**src/rtl/sha256_defs.sv**
```systemverilog
// Shared SHA-256 interface widths and the message sender's state encoding.
package sha256_defs;

  localparam int SHA_IF_DATA_W   = 32;
  localparam int SHA256_DIGEST_W = 256;

  typedef enum logic [1:0] {
    IDLE        = 2'd0,
    STREAM      = 2'd1,
    WAIT_DIGEST = 2'd2,
    RESULT      = 2'd3
  } sha256_sender_state_e;

endpackage

```
**src/rtl/sha256_sender_fifo.sv**
```systemverilog
// Two-entry FIFO holding {last, data} between the message memory and the manager port.
module sha256_sender_fifo
  import sha256_defs::*;
#(
  parameter int W = SHA_IF_DATA_W + 1
) (
  input  logic         clk,
  input  logic         rst,
  input  logic         push,
  input  logic [W-1:0] push_data,
  input  logic         pop,
  output logic [W-1:0] head,
  output logic [1:0]   count
);

  logic [W-1:0] slot0;
  logic [W-1:0] slot1;
  logic         rd_ptr;
  logic         wr_ptr;

  // The caller never pushes into a full FIFO nor pops an empty one.
  always_ff @(posedge clk) begin
    if (rst) begin
      slot0  <= '0;
      slot1  <= '0;
      rd_ptr <= 1'b0;
      wr_ptr <= 1'b0;
      count  <= 2'd0;
    end else begin
      if (push) begin
        if (wr_ptr) slot1 <= push_data;
        else        slot0 <= push_data;
        wr_ptr <= ~wr_ptr;
      end
      if (pop) rd_ptr <= ~rd_ptr;
      count <= count + 2'(push) - 2'(pop);
    end
  end

  assign head = rd_ptr ? slot1 : slot0;

endmodule

```
**src/rtl/sha256_msg_sender.sv**
```systemverilog
// Reads a message from word memory, streams it to the SHA-256 manager and returns the digest.
// Handshakes: a transfer happens on a rising edge where val and rdy are both 1; once val is
// raised it stays up with its payload unchanged until that transfer.
module sha256_msg_sender
  import sha256_defs::*;
#(
  parameter int DATA_W = SHA_IF_DATA_W,
  parameter int DIG_W  = SHA256_DIGEST_W,
  parameter int ADDR_W = 10,
  parameter int LEN_W  = 16
) (
  input  logic              clk,
  input  logic              rst,
  input  logic              cmd_val,
  input  logic [ADDR_W-1:0] cmd_base_addr,
  input  logic [LEN_W-1:0]  cmd_len_words,
  output logic              cmd_rdy,
  output logic              mem_rd_req_val,
  output logic [ADDR_W-1:0] mem_rd_req_addr,
  input  logic [DATA_W-1:0] mem_rd_resp_data,
  output logic              sender_dst_data_val,
  output logic [DATA_W-1:0] sender_dst_data,
  output logic              sender_dst_data_last,
  input  logic              dst_sender_rdy,
  input  logic              src_sender_digest_val,
  input  logic [DIG_W-1:0]  src_sender_digest,
  output logic              sender_src_digest_rdy,
  output logic              res_val,
  output logic [DIG_W-1:0]  res_digest,
  input  logic              res_rdy,
  output logic [1:0]        dbg_state
);

  sha256_sender_state_e state;
  logic [ADDR_W-1:0] rd_addr;
  logic [LEN_W-1:0]  issue_left;
  logic              inflight;
  logic              inflight_last;
  logic [DIG_W-1:0]  digest_q;
  logic [DATA_W:0]   fifo_head;
  logic [1:0]        fifo_count;
  logic              fifo_pop;
  logic              in_stream;
  logic              issue;
  logic [2:0]        occupancy;

  assign in_stream            = (state == STREAM);
  assign sender_dst_data_val  = in_stream && (fifo_count != 2'd0);
  assign sender_dst_data      = sender_dst_data_val ? fifo_head[DATA_W-1:0] : '0;
  assign sender_dst_data_last = sender_dst_data_val & fifo_head[DATA_W];
  assign fifo_pop             = sender_dst_data_val & dst_sender_rdy;

  // Slots already claimed next cycle: stored words plus the response on its way, minus the
  // word leaving now. Keeping this below 2 is what makes FIFO overflow impossible.
  assign occupancy = {1'b0, fifo_count} + {2'b00, inflight} - {2'b00, fifo_pop};
  assign issue     = in_stream && (issue_left != '0) && (occupancy < 3'd2);

  assign mem_rd_req_val        = issue;
  assign mem_rd_req_addr       = rd_addr;
  assign cmd_rdy               = (state == IDLE) && !rst;
  assign sender_src_digest_rdy = (state == WAIT_DIGEST);
  assign res_val               = (state == RESULT);
  assign res_digest            = digest_q;
  assign dbg_state             = state;

  sha256_sender_fifo #(.W(DATA_W + 1)) u_fifo (
    .clk       (clk),
    .rst       (rst),
    .push      (inflight),
    .push_data ({inflight_last, mem_rd_resp_data}),
    .pop       (fifo_pop),
    .head      (fifo_head),
    .count     (fifo_count)
  );

  always_ff @(posedge clk) begin
    if (rst) begin
      state         <= IDLE;
      rd_addr       <= '0;
      issue_left    <= '0;
      inflight      <= 1'b0;
      inflight_last <= 1'b0;
      digest_q      <= '0;
    end else begin
      inflight <= issue;
      if (issue) begin
        inflight_last <= (issue_left == LEN_W'(1));
        rd_addr       <= rd_addr + ADDR_W'(1);
        issue_left    <= issue_left - LEN_W'(1);
      end
      case (state)
        IDLE: begin
          if (cmd_val) begin
            rd_addr    <= cmd_base_addr;
            issue_left <= (cmd_len_words == '0) ? LEN_W'(1) : cmd_len_words;
            state      <= STREAM;
          end
        end
        STREAM: begin
          if (fifo_pop && sender_dst_data_last) state <= WAIT_DIGEST;
        end
        WAIT_DIGEST: begin
          if (src_sender_digest_val) begin
            digest_q <= src_sender_digest;
            state    <= RESULT;
          end
        end
        RESULT: begin
          if (res_rdy) state <= IDLE;
        end
        default: state <= IDLE;
      endcase
    end
  end

endmodule

```
**config.mk**
```make
export PLATFORM = sky130hd
export DESIGN_NAME = sha256_msg_sender
export DESIGN_NICKNAME = d
export VERILOG_FILES = /design/src/rtl/sha256_defs.sv /design/src/rtl/sha256_sender_fifo.sv /design/src/rtl/sha256_msg_sender.sv
export SDC_FILE = /design/constraint.sdc
export NUM_CORES = 1
export LEC_CHECK = 0
export ABC_CLOCK_PERIOD_IN_PS = 7000
export BUFFER_PORTS_ARGS = -buffer_cell sky130_fd_sc_hd__clkbuf_2
export CORE_AREA = 2 2 243 245
export CTS_CLUSTER_SIZE = 28
export DETAILED_ROUTE_END_ITERATION = 7
export DIE_AREA = 0 0 245 247
export PLACE_DENSITY = 0.47
export SLEW_MARGIN = 20
export SYNTH_ARGS = -nofsm -noshare
export SYNTH_HDL_FRONTEND = slang
export SYNTH_SLANG_ARGS = --single-unit
```
**constraint.sdc**
```tcl
create_clock -name clk -period 7 [get_ports clk]
set_clock_uncertainty 0.1 [all_clocks]
set_input_delay 0.7 -clock clk [delete_from_list [all_inputs] [get_ports clk]]
set_output_delay 0.7 -clock clk [all_outputs]
set_load 0.02 [all_outputs]
```
==> metrics.json <==
{
  "run_status": "complete, no violations",
  "htree_levels": 2,
  "yosys_register_bits": 356,
  "dominantRegCellSynth": "dfxtp_1",
  "post_synth_num_cell_types": 49,
  "final.min_clock_period_ns": 5.12,
  "dpl.hpwl_mm": 34.5,
  "count_of_buffers_added_by_post_cts_timing_repair_for_setup": 0,
  "finish.net_count": 2617,
  "synth-seq-area-share_pct": 52.7,
  "die-area_mm2": 0.0605,
  "first_pass_grt_wire_length_mm": 74.1,
  "ys_async_sr_fraction_pct": 0,
  "postCtsHoldBufs": 0,
  "worst-endpoint-required_ns": 6.20,
  "io_pins": 626,
  "route.final.wire_length_mm": 49.2,
  "synthesis_warnings": 0,
  "worstHoldPathType": "primary input to register",
  "chipHeight_um": 247,
  "number_of_sinks_handled_by_clock_tree_synthesis": 356,
  "filler_cell_count": 6269,
  "grt_max_degree": 191,
  "cp.arrival_ns": 4.32,
  "static-leakage-power_uw": 0.00760,
  "layout_worst_path_cycle_share_pct": 73.1,
  "vdd_ir_drop_max_v": 0.000190,
  "cts.reportedPaths.clkPinSlew_ns": 0.06,
  "synth_most_common_cell": "nand2_1",
  "synthDominantCellAreaShare_pct": 52.7,
  "routabilityCongestion": 0.788,
  "synth.top_cells.by_area": "dfxtp_1, nand2_1, a21oi_1",
  "wl_per_cell_um": 15.9,
  "timing_worst_slew_pin_value_ns": 1.15,
  "power.switching_uw": 2130,
  "grt_overflow_total": 0,
  "mappedNetlistNets": 2063,
  "finalMaxSlewViolations": 0,
  "clockRootBuffer": "clkbuf_16",
  "postRouteAntennaNets": 0,
  "syn-instance-count": 1732,
  "route.detailed.vias_per_inst": 4.46,
  "rsz0062_at_grt": "false",
  "postLayoutSetupSlackWorst_ns": 1.88,
  "drcViolationCount": 0,
  "share_seq_of_total_power_pct": 39.0,
  "worst_skew_pair.late_latency_ns": 0.56,
  "drive_gt1_share_pct": 31.2,
  "timing.critical_path.fanout_max": 36,
  "setup.worst_path.start_class": "register",
  "route.vias.total": 13800,
  "floorplan.die.width_um": 245,
  "syn_std_cell_area_mm2": 0.0135,
  "synth_edf_count": 0,
  "rows": 89,
  "share_comb_of_total_power_pct": 24.6,
  "antenna_violations_before_repair": 2,
  "portBuffers": 625,
  "fmax_mhz": 195,
  "synth_area_leader_cell": "dfxtp_1",
  "power_density_mw_per_mm2": 337,
  "cts_tree": "built",
  "cap_violations": 0,
  "syn_to_final_growth_pct": 38.6,
  "power.internal_uw": 4180,
  "detailedRoute.firstIterationViolations": 571,
  "maxSlewHeadroom_pct": 23.5,
  "grt_usage_pct": 15.3,
  "post-place-ws_ns": 2.39,
  "drt_first_pass_iters": 5,
  "coreArea_mm2": 0.0582,
  "count_of_instances_resized_after_the_clock_tree_is_built": 0,
  "synth.avg_cell_area_um2": 7.80,
  "setup_viol": 0,
  "synth_common_cells": "nand2_1, dfxtp_1, a21oi_1",
  "floorplan.initialDensity_pct": 23.2,
  "power_switching_share_pct": 33.8,
  "numCtsBuffers": 45,
  "antenna_cells": 0,
  "timing_worst_setup_path_type": "register to output port",
  "fin_setup_tns_ns": 0,
  "p_clk_share_pct": 36.5,
  "grt_pass1_vias": 13400,
  "endpoint_kind_of_the_worst_setup_timing_path": "output port",
  "ctsLongestPathBuffers": 3,
  "final-hold-violation-count": 0
}
## worst max-delay path, cell delays in order, from the launching register on
cell and delay [ns]:
dfxtp_1 0.42, inv_1 0.11, ha_1 0.24, o21ai_2 0.07, buf_4 0.40, nor2_1 0.13
ha_1 0.31, inv_1 0.04, ha_1 0.18, fa_1 0.45, nor2b_1 0.53, nand2_1 0.46
nor2_1 0.21, clkbuf_2 0.21
## per-stage QoR
| stage | hold slack, ns | instances | instance area, µm² | util, % | power [µW] |
|---|---|---|---|---|---|
| global route | 0.215 | 3090 | 18700 | 32.2 | 6700 |
| floorplan | 0.336 | 1732 | 13500 | - | 3500 |
| finish | 0.244 | 3090 | 18700 | 32.2 | 6310 |
| detailed placement | 0.346 | 3012 | 17300 | 29.6 | 4080 |
| CTS | 0.197 | 3090 | 18700 | 32.2 | 6420 |
| global placement | 0.341 | 3012 | 17300 | 29.6 | 4050 |
## sequential cells by signal, summed over array words and instances, names as in the netlist
register / cells
mem_rd_req_addr: 10
u_fifo.count: 2
dbg_state: 2
inflight: 1
inflight_last: 1
res_digest: 256
u_fifo.slot1: 33
u_fifo.slot0: 33
u_fifo.wr_ptr: 1
issue_left: 16
u_fifo.rd_ptr: 1
## power by group through the flow
stage                     registers (µW)  clock network (µW)  logic [µW]
after floorplan                     2670                   0         827
after global placement              2490                   0        1560
after detailed placement            2500                   0        1570
after CTS                           2460                2380        1580
after global routing                2500                2470        1730
final                               2460                2300        1550
## cell type report
type | count | area, µm² | share of cell area, %
sequential | 356 | 7130 | 38.0
multi-input combinational | 1233 | 5860 | 31.3
timing repair buffer | 637 | 3270 | 17.4
clock buffer | 61 | 1290 | 6.87
tap | 773 | 967 | 5.16
clock inverter | 17 | 181 | 0.968
inverter | 13 | 48.8 | 0.260
## final timing paths
check / depth (start not counted) / slack [ns] / startpoint / end
hold / removal: 3 / 0.24 / src_sender_digest[77] / res_digest[77]
hold reg to reg: 2 / 0.35 / res_digest[226] / res_digest[226]
setup / recovery: 13 / 1.88 / dbg_state[1] / mem_rd_req_val
setup reg to reg: 13 / 2.42 / dbg_state[1] / issue_left[13]
## layout by cell type, fill, tap and decap left out, drive strengths merged, types with 11 or more instances in the layout
| cell | count |
|---|---|
| a21oi | 326 |
| a311oi | 13 |
| buf | 13 |
| o31ai | 11 |
| dfxtp | 356 |
| nand3 | 14 |
| inv | 16 |
| clkbuf | 685 |
| nand2 | 654 |
| o21ai | 20 |
| nor2 | 57 |
| or4 | 17 |
| mux2i | 34 |
## kinds of logic (layout without fill, tap and decap cells)
| kind of cell | count (synthesis) | in the layout | share of synthesized area (%) |
|---|---|---|---|
| AND/OR/NAND/NOR | 792 | 792 | 23.8 |
| XOR/XNOR | 2 | 2 | 0.185 |
| buffers and inverters | 143 | 728 | 4.06 |
| multiplexers | 34 | 34 | 2.52 |
| AO/OA/AOI/OAI | 394 | 394 | 15.6 |
| flip-flops | 356 | 356 | 52.7 |
| adder cells (fa/ha/maj) | 11 | 11 | 1.07 |
## layer usage
metal	wire length (µm)	track usage, %	vias to the layer above	part of all wire, %
met5	27	0	-	0.055
met4	1090	4.41	4	2.2
met3	3890	5.16	73	7.9
met2	24800	27.3	448	50
met1	19400	17.3	6408	39
li1	-	-	6838	-
(Power assumes the default switching activity.)
